### src/rtl/pong_pkg.sv
// Shared definitions for the pong engine: FSM state encoding, score width
// and paddle geometry helpers used by both the engine and the renderer.
package pong_pkg;

  localparam int SCORE_W = 4;
  typedef logic [SCORE_W-1:0] score_t;

  typedef enum logic [1:0] {
    ST_IDLE  = 2'd0,
    ST_PLAY  = 2'd1,
    ST_POINT = 2'd2,
    ST_OVER  = 2'd3
  } state_e;

  function automatic int clamp_pad(int p, int width, int pad);
    return (p > width - pad) ? width - pad : p;
  endfunction

  // Paddle [p, p+pad-1] overlaps [x-1, x+1]; an in-range paddle can never
  // overlap the off-screen columns -1 or WIDTH, so no extra masking is needed.
  function automatic logic paddle_hit(int p, int x, int pad);
    return (p <= x + 1) && (p + pad >= x);
  endfunction

  function automatic score_t sat_inc(score_t s, int lim);
    return (int'(s) >= lim) ? s : s + score_t'(1);
  endfunction

endpackage

### src/rtl/pong_engine_if.sv
// Player/display bus of the pong engine. The engine is the slave; the board
// (or testbench) drives tick/start/paddles/row_sel as master.
interface pong_engine_if #(
  parameter int WIDTH  = 8,
  parameter int HEIGHT = 8
);
  import pong_pkg::*;

  localparam int XW = $clog2(WIDTH);
  localparam int YW = $clog2(HEIGHT);

  logic              tick;
  logic              start;
  logic [XW-1:0]     player_top;
  logic [XW-1:0]     player_down;
  logic [YW-1:0]     row_sel;
  logic [WIDTH-1:0]  matrix_out;
  logic [XW-1:0]     ball_x;
  logic [YW-1:0]     ball_y;
  logic [1:0]        state;
  logic              hit_top;
  logic              hit_down;
  logic              point_top;
  logic              point_down;
  score_t            score_top;
  score_t            score_down;

  modport master (
    output tick, start, player_top, player_down, row_sel,
    input  matrix_out, ball_x, ball_y, state, hit_top, hit_down,
           point_top, point_down, score_top, score_down
  );

  modport slave (
    input  tick, start, player_top, player_down, row_sel,
    output matrix_out, ball_x, ball_y, state, hit_top, hit_down,
           point_top, point_down, score_top, score_down
  );

endinterface

### src/rtl/pong_render.sv
// Row scan-out of the pong field: clamped paddles on the edge rows plus the
// ball pixel, registered with one cycle of latency from row_sel.
module pong_render
  import pong_pkg::*;
#(
  parameter int WIDTH    = 8,
  parameter int HEIGHT   = 8,
  parameter int PAD_SIZE = 2
) (
  input  logic                      clk,
  input  logic                      reset,
  input  logic [$clog2(HEIGHT)-1:0] row_sel_i,
  input  logic [$clog2(WIDTH)-1:0]  player_top_i,
  input  logic [$clog2(WIDTH)-1:0]  player_down_i,
  input  logic [$clog2(WIDTH)-1:0]  ball_x_i,
  input  logic [$clog2(HEIGHT)-1:0] ball_y_i,
  input  logic                      show_ball_i,
  output logic [WIDTH-1:0]          matrix_o
);

  logic [WIDTH-1:0] row_d, row_q;
  int               pt_s, pd_s;
  logic             top_row_s, down_row_s, ball_row_s;

  always_comb begin
    pt_s       = clamp_pad(int'(player_top_i), WIDTH, PAD_SIZE);
    pd_s       = clamp_pad(int'(player_down_i), WIDTH, PAD_SIZE);
    top_row_s  = (int'(row_sel_i) == 0);
    down_row_s = (int'(row_sel_i) == HEIGHT - 1);
    ball_row_s = show_ball_i && (row_sel_i == ball_y_i);
    row_d      = '0;
    for (int c = 0; c < WIDTH; c++) begin
      row_d[c] = (top_row_s  && (c >= pt_s) && (c < pt_s + PAD_SIZE)) ||
                 (down_row_s && (c >= pd_s) && (c < pd_s + PAD_SIZE)) ||
                 (ball_row_s && (int'(ball_x_i) == c));
    end
  end

  always_ff @(posedge clk) begin
    if (reset) begin
      row_q <= '0;
    end else begin
      row_q <= row_d;
    end
  end

  assign matrix_o = row_q;

endmodule

### src/rtl/pong_engine.sv
// Pong game engine: serve/play/point/game-over FSM, ball motion with wall
// bounces, paddle collision and scoring; drawing is done by pong_render.
module pong_engine
  import pong_pkg::*;
#(
  parameter int WIDTH     = 8,
  parameter int HEIGHT    = 8,
  parameter int PAD_SIZE  = 2,
  parameter int WIN_SCORE = 9
) (
  input logic          clk,
  input logic          reset,
  pong_engine_if.slave bus
);

  localparam int XW = $clog2(WIDTH);
  localparam int YW = $clog2(HEIGHT);
  localparam logic [XW-1:0] X_MID = XW'(WIDTH / 2);
  localparam logic [XW-1:0] X_MAX = XW'(WIDTH - 1);
  localparam logic [YW-1:0] Y_MID = YW'(HEIGHT / 2);
  localparam logic [YW-1:0] Y_TOP = YW'(1);
  localparam logic [YW-1:0] Y_BOT = YW'(HEIGHT - 2);
  localparam score_t        WIN   = score_t'(WIN_SCORE);

  state_e        state_q, state_d;
  score_t        score_top_q, score_top_d, score_down_q, score_down_d;
  logic [XW-1:0] ball_x_q, ball_x_d;
  logic [YW-1:0] ball_y_q, ball_y_d;
  logic          dx_neg_q, dx_neg_d, dy_neg_q, dy_neg_d;
  logic          hit_top_q, hit_top_d, hit_down_q, hit_down_d;
  logic          point_top_q, point_top_d, point_down_q, point_down_d;
  logic          dx_flip_s, top_hit_s, down_hit_s;

  always_comb begin
    top_hit_s  = paddle_hit(clamp_pad(int'(bus.player_top), WIDTH, PAD_SIZE),
                            int'(ball_x_q), PAD_SIZE);
    down_hit_s = paddle_hit(clamp_pad(int'(bus.player_down), WIDTH, PAD_SIZE),
                            int'(ball_x_q), PAD_SIZE);
    dx_flip_s  = dx_neg_q ? (ball_x_q == '0) : (ball_x_q == X_MAX);

    state_d      = state_q;
    score_top_d  = score_top_q;
    score_down_d = score_down_q;
    ball_x_d     = ball_x_q;
    ball_y_d     = ball_y_q;
    dx_neg_d     = dx_neg_q;
    dy_neg_d     = dy_neg_q;
    hit_top_d    = 1'b0;
    hit_down_d   = 1'b0;
    point_top_d  = 1'b0;
    point_down_d = 1'b0;

    case (state_q)
      ST_IDLE, ST_OVER: begin
        if (bus.start) begin
          state_d      = ST_PLAY;
          score_top_d  = '0;
          score_down_d = '0;
          ball_x_d     = X_MID;
          ball_y_d     = Y_MID;
          dx_neg_d     = 1'b0;
          dy_neg_d     = 1'b0;
        end else begin
          state_d = state_q;
        end
      end
      ST_PLAY: begin
        if (bus.tick) begin
          dx_neg_d = dx_neg_q ^ dx_flip_s;
          ball_x_d = dx_neg_d ? ball_x_q - XW'(1) : ball_x_q + XW'(1);
          if (dy_neg_q && (ball_y_q == Y_TOP)) begin
            if (top_hit_s) begin
              dy_neg_d  = 1'b0;
              ball_y_d  = YW'(2);
              hit_top_d = 1'b1;
            end else begin
              ball_y_d     = '0;
              score_down_d = sat_inc(score_down_q, WIN_SCORE);
              point_down_d = 1'b1;
              state_d      = ST_POINT;
            end
          end else if (!dy_neg_q && (ball_y_q == Y_BOT)) begin
            if (down_hit_s) begin
              dy_neg_d   = 1'b1;
              ball_y_d   = YW'(HEIGHT - 3);
              hit_down_d = 1'b1;
            end else begin
              ball_y_d    = YW'(HEIGHT - 1);
              score_top_d = sat_inc(score_top_q, WIN_SCORE);
              point_top_d = 1'b1;
              state_d     = ST_POINT;
            end
          end else begin
            ball_y_d = dy_neg_q ? ball_y_q - YW'(1) : ball_y_q + YW'(1);
          end
        end else begin
          state_d = ST_PLAY;
        end
      end
      // dy is untouched by a miss, so keeping it re-serves toward the loser.
      ST_POINT: begin
        if ((score_top_q == WIN) || (score_down_q == WIN)) begin
          state_d = ST_OVER;
        end else if (bus.start) begin
          state_d  = ST_PLAY;
          ball_x_d = X_MID;
          ball_y_d = Y_MID;
        end else begin
          state_d = ST_POINT;
        end
      end
      default: begin
        state_d = ST_IDLE;
      end
    endcase
  end

  always_ff @(posedge clk) begin
    if (reset) begin
      state_q      <= ST_IDLE;
      score_top_q  <= '0;
      score_down_q <= '0;
      ball_x_q     <= X_MID;
      ball_y_q     <= Y_MID;
      dx_neg_q     <= 1'b0;
      dy_neg_q     <= 1'b0;
      hit_top_q    <= 1'b0;
      hit_down_q   <= 1'b0;
      point_top_q  <= 1'b0;
      point_down_q <= 1'b0;
    end else begin
      state_q      <= state_d;
      score_top_q  <= score_top_d;
      score_down_q <= score_down_d;
      ball_x_q     <= ball_x_d;
      ball_y_q     <= ball_y_d;
      dx_neg_q     <= dx_neg_d;
      dy_neg_q     <= dy_neg_d;
      hit_top_q    <= hit_top_d;
      hit_down_q   <= hit_down_d;
      point_top_q  <= point_top_d;
      point_down_q <= point_down_d;
    end
  end

  pong_render #(
    .WIDTH    (WIDTH),
    .HEIGHT   (HEIGHT),
    .PAD_SIZE (PAD_SIZE)
  ) u_render (
    .clk           (clk),
    .reset         (reset),
    .row_sel_i     (bus.row_sel),
    .player_top_i  (bus.player_top),
    .player_down_i (bus.player_down),
    .ball_x_i      (ball_x_q),
    .ball_y_i      (ball_y_q),
    .show_ball_i   (state_q != ST_IDLE),
    .matrix_o      (bus.matrix_out)
  );

  assign bus.state      = state_q;
  assign bus.ball_x     = ball_x_q;
  assign bus.ball_y     = ball_y_q;
  assign bus.score_top  = score_top_q;
  assign bus.score_down = score_down_q;
  assign bus.hit_top    = hit_top_q;
  assign bus.hit_down   = hit_down_q;
  assign bus.point_top  = point_top_q;
  assign bus.point_down = point_down_q;

endmodule

### src/flat_wrapper.sv
// flat-port wrapper written by rule: the top's interface ports become plain ports
module pong_engine_flat import pong_pkg::*;
#(
  parameter int WIDTH     = 8,
  parameter int HEIGHT    = 8,
  parameter int PAD_SIZE  = 2,
  parameter int WIN_SCORE = 9
)
  (clk, reset, bus_tick, bus_start, bus_player_top, bus_player_down, bus_row_sel, bus_matrix_out, bus_ball_x, bus_ball_y, bus_state, bus_hit_top, bus_hit_down, bus_point_top, bus_point_down, bus_score_top, bus_score_down);
  pong_engine_if #(.WIDTH(WIDTH), .HEIGHT(HEIGHT)) bus_i ();
  input logic clk;
  input logic reset;
  input wire logic [$bits(bus_i.tick)-1:0] bus_tick;
  input wire logic [$bits(bus_i.start)-1:0] bus_start;
  input wire logic [$bits(bus_i.player_top)-1:0] bus_player_top;
  input wire logic [$bits(bus_i.player_down)-1:0] bus_player_down;
  input wire logic [$bits(bus_i.row_sel)-1:0] bus_row_sel;
  output wire logic [$bits(bus_i.matrix_out)-1:0] bus_matrix_out;
  output wire logic [$bits(bus_i.ball_x)-1:0] bus_ball_x;
  output wire logic [$bits(bus_i.ball_y)-1:0] bus_ball_y;
  output wire logic [$bits(bus_i.state)-1:0] bus_state;
  output wire logic [$bits(bus_i.hit_top)-1:0] bus_hit_top;
  output wire logic [$bits(bus_i.hit_down)-1:0] bus_hit_down;
  output wire logic [$bits(bus_i.point_top)-1:0] bus_point_top;
  output wire logic [$bits(bus_i.point_down)-1:0] bus_point_down;
  output wire logic [$bits(bus_i.score_top)-1:0] bus_score_top;
  output wire logic [$bits(bus_i.score_down)-1:0] bus_score_down;
  assign bus_i.tick = bus_tick;
  assign bus_i.start = bus_start;
  assign bus_i.player_top = bus_player_top;
  assign bus_i.player_down = bus_player_down;
  assign bus_i.row_sel = bus_row_sel;
  assign bus_matrix_out = bus_i.matrix_out;
  assign bus_ball_x = bus_i.ball_x;
  assign bus_ball_y = bus_i.ball_y;
  assign bus_state = bus_i.state;
  assign bus_hit_top = bus_i.hit_top;
  assign bus_hit_down = bus_i.hit_down;
  assign bus_point_top = bus_i.point_top;
  assign bus_point_down = bus_i.point_down;
  assign bus_score_top = bus_i.score_top;
  assign bus_score_down = bus_i.score_down;
  pong_engine #(.WIDTH(WIDTH), .HEIGHT(HEIGHT), .PAD_SIZE(PAD_SIZE), .WIN_SCORE(WIN_SCORE)) u_core (.clk(clk), .reset(reset), .bus(bus_i));
endmodule
### config.mk
export PLATFORM = sky130hd
export DESIGN_NAME = pong_engine_flat
export DESIGN_NICKNAME = d
export VERILOG_FILES = /design/src/rtl/pong_pkg.sv /design/src/rtl/pong_engine_if.sv /design/src/rtl/pong_render.sv /design/src/rtl/pong_engine.sv /design/src/flat_wrapper.sv
export SDC_FILE = /design/constraint.sdc
export NUM_CORES = 1
export LEC_CHECK = 0
export ABC_AREA = 1
export CORE_MARGIN = 3
export CORE_UTILIZATION = 54
export DETAILED_ROUTE_END_ITERATION = 12
export GPL_TIMING_DRIVEN = 1
export PLACE_DENSITY = 0.81
export SYNTH_ARGS = -nofsm -noshare
export SYNTH_HDL_FRONTEND = slang
export SYNTH_SLANG_ARGS = --single-unit
### constraint.sdc
create_clock -name clk -period 2.6 [get_ports clk]
set_clock_uncertainty 0.05 [all_clocks]
set_input_delay 0.52 -clock clk [delete_from_list [all_inputs] [get_ports clk]]
set_output_delay 0.52 -clock clk [all_outputs]
set_load 0.03 [all_outputs]
==> metrics.txt <==
CTS Buf Count=5; Total Routing Usage GR=25.80%; CP max FO=4; vias per cell=5.420; Seq cells post-synth=30; EDFF count, synth=0; most frequent cell after synthesis=nand2_1; core area=4444 µm²; share of cells above drive strength 1=13.24%; Clock Sinks=30; XOR/XNOR Fraction of Synth Area=2.083%; Final Max Tran Viols=0; r2r startpoint=u_core.bus.ball_x[1]$_SDFFE_PP0P_; placed insts=482; Vias=2656; CP endpoint kind=flop; P_int=1.338 mW; Ys Warns=0; Synth Area in Compound Gates=12.80%; WS Path Type=in -> reg; Clock power frac=14.9%; CTS tree=done; Synth Area in Simple Gates=30.85%; initial antenna violation count=0; crit path DAT=2590 ps; main combinational cell family by area after synthesis=simple AND/OR/NAND/NOR gates; vias in the first global route=2489; Multi-input gate area=1704 µm²; Die Ht=74.35 µm; die area=5527 µm²; # DRC=0; DP HPWL=5.465 mm; final period utilization=94.90%; wire per inst=13.82 µm; Top FF cell, synth=dfxtp_1; Worst-Skew Late Latency=280 ps; ANT nets after route=0; total gr overflow=0; Final Instance Area=3281 µm²; Final Hold Fails=0; Async S/R FF share, synth=0%; routed wire length=6.772 mm; switching power=1.240 mW; sequential share of power=23.9%; Cells after Synth=367; Synth Area per Inst=6.873 µm²; clock tree buffer depth=2; fmax=405.3 MHz; worst IR drop on VDD=0.0007555 V; Initial Util=56.76%; Post-Synth Adder-Cell Area=21.23%; Slew HR=66.60%; sequential fraction of the synthesis area=23.81%; leading area contributor after synthesis=dfxtp_1; I/O Buffers=40; Post-Syn Area=2522 µm²; synth top area cells=dfxtp_1, ha_1, nand2_1; outcome=complete, no violations; min-delay src=u_core.bus.score_top[3]$_SDFFE_PP0P_; setup_tns=0 ps; die width=74.35 µm; Synth top cells by count=nand2_1, inv_1, ha_1, nor2_1, a21oi_1; drt first pass iters=5; P_leak=1.531 nW; worst setup path startpoint=bus_player_down[2]; Syn Nets=421; register area=600.6 µm²; Area Growth Syn to Fin=30.06%; multiplexer area fraction after synthesis=0%; sw frac=48.10%; Synth cell types=31; Synth top area share=23.81%; worst hold-check path type=reg -> reg; CTS Hold Bufs=0; Worst-Margin Slew=495.7 ps; worst endpoint required time=2720 ps; largest net degree at the start of global routing=15; max cap viols=0; min Tclk post-route=2467 ps; Comb pwr share=61.2%; Root Buffer=clkbuf_8; IO Pins=41; gpl congestion=0.9564; first-pass GRT wire length=11.05 mm; Max H-tree Level=2; CP startpoint kind=primary input; fin nets=491; CTS clk-pin slew, worst paths=60 ps; antenna cell count=0; pwr dens=785.9 nW/µm²; DR iter-0 viols=189; final cell count without fillers=490; RSZ-0062 raised after global routing=no; area post-placement=3168 µm²; fill count=372; setup violators final=0; Rows=24
-- final timing paths --
path | endpoint | slack [ps] | cells after the start
setup / recovery | u_core.bus.score_top[0]$_SDFFE_PP0P_ | 130 | 16
setup reg to reg | u_core.bus.ball_x[2]$_SDFFE_PP1P_ | 280 | 12
hold reg to reg | u_core.bus.score_top[3]$_SDFFE_PP0P_ | 440 | 2
hold / removal | u_core.bus.score_top[3]$_SDFFE_PP0P_ | 440 | 2
-- per-layer routing --
layer	track usage, %	share of wire (%)	wire (µm)	up-vias
li1	-	-	-	1327
met1	35.38	46	3111	1208
met3	5.405	6.7	451	12
met4	6.522	1.5	99	0
met5	0	0	0	-
met2	41.63	46	3109	109
-- cell usage in the layout, fill, tap and decap left out, drive strengths merged, types with 7 or more instances in the layout --
cell           Yosys  final
nand2             86     86
buf                2     27
nor2              39     39
dfxtp             30     30
o21ai             16     16
inv               56     56
clkdlybuf4s50      0     39
nand4              8      8
ha                38     38
a21oi             32     32
nor3               7      7
nand3             30     30
-- flip-flops by register name, indices dropped and copies added (netlist names), 2 cells and up --
signal                    cells
u_core.bus.ball_x             3
u_core.bus.score_down         4
u_core.bus.state              2
u_core.u_render.matrix_o      8
u_core.bus.score_top          4
u_core.bus.ball_y             3
-- cells by family after synthesis --
| family | after synthesis |
|---|---|
| AOI/OAI and AO/OA | 57 |
| xor gates and xnor gates | 6 |
| adders and majority gates | 41 |
| buffers and inverters | 60 |
| DFF | 30 |
| and+or+nand+nor | 173 |
-- layout make-up --
type / count / area share [%]
Sequential cell: 30 / 18.31
Clock buffer: 6 / 2.517
Tap cell: 52 / 1.983
Timing Repair Buffer: 67 / 18.46
Clock inverter: 2 / 0.3814
Multi-Input combinational cell: 277 / 51.94
Inverter: 56 / 6.407
-- per-stage QoR --
step / hold WS, ps / util, % / setup WS [ps] / power (mW)
after floorplan: 459.7 / - / 209.3 / 1.662
after global placement: 436.5 / 71.28 / -141.4 / 2.103
after detailed placement: 433.3 / 71.28 / -225.9 / 2.148
after CTS: 446.9 / 73.42 / 45.55 / 2.544
after global routing: 468.9 / 73.82 / 11.66 / 2.785
final: 441.8 / 73.82 / 132.7 / 2.578
-- power by group through the flow --
stage          Clock [mW]  Sequential (mW)  Combinational [mW]
2_1_floorplan           0            0.748               0.914
3_3_place_gp            0            0.621                1.48
6_report            0.385            0.616                1.58
3_5_place_dp            0            0.623                1.53
5_1_grt             0.405            0.627                1.75
4_1_cts             0.388            0.615                1.54
-- what timing repair did --
| action | CTS | global route |
|---|---|---|
| buffers inserted | 0 | 0 |
| resized for setup | 0 | 9 |
| endpoints found under the setup margin | 0 | 12 |
-- worst max-delay path, cell delays in order --
cell             delay, ps
clkdlybuf4s50_1        450
ha_2                   230
nor2_2                 130
inv_1                  100
ha_1                   290
nand2_1                 40
nand2_1                 50
nand2_1                 40
nand2_1                 50
nand2_1                100
nand2_2                140
nand2_2                 80
nand2_2                 80
nand2_1                 70
o21ai_0                160
nor2_1                  50
Power figures use the tool's default switching activity.
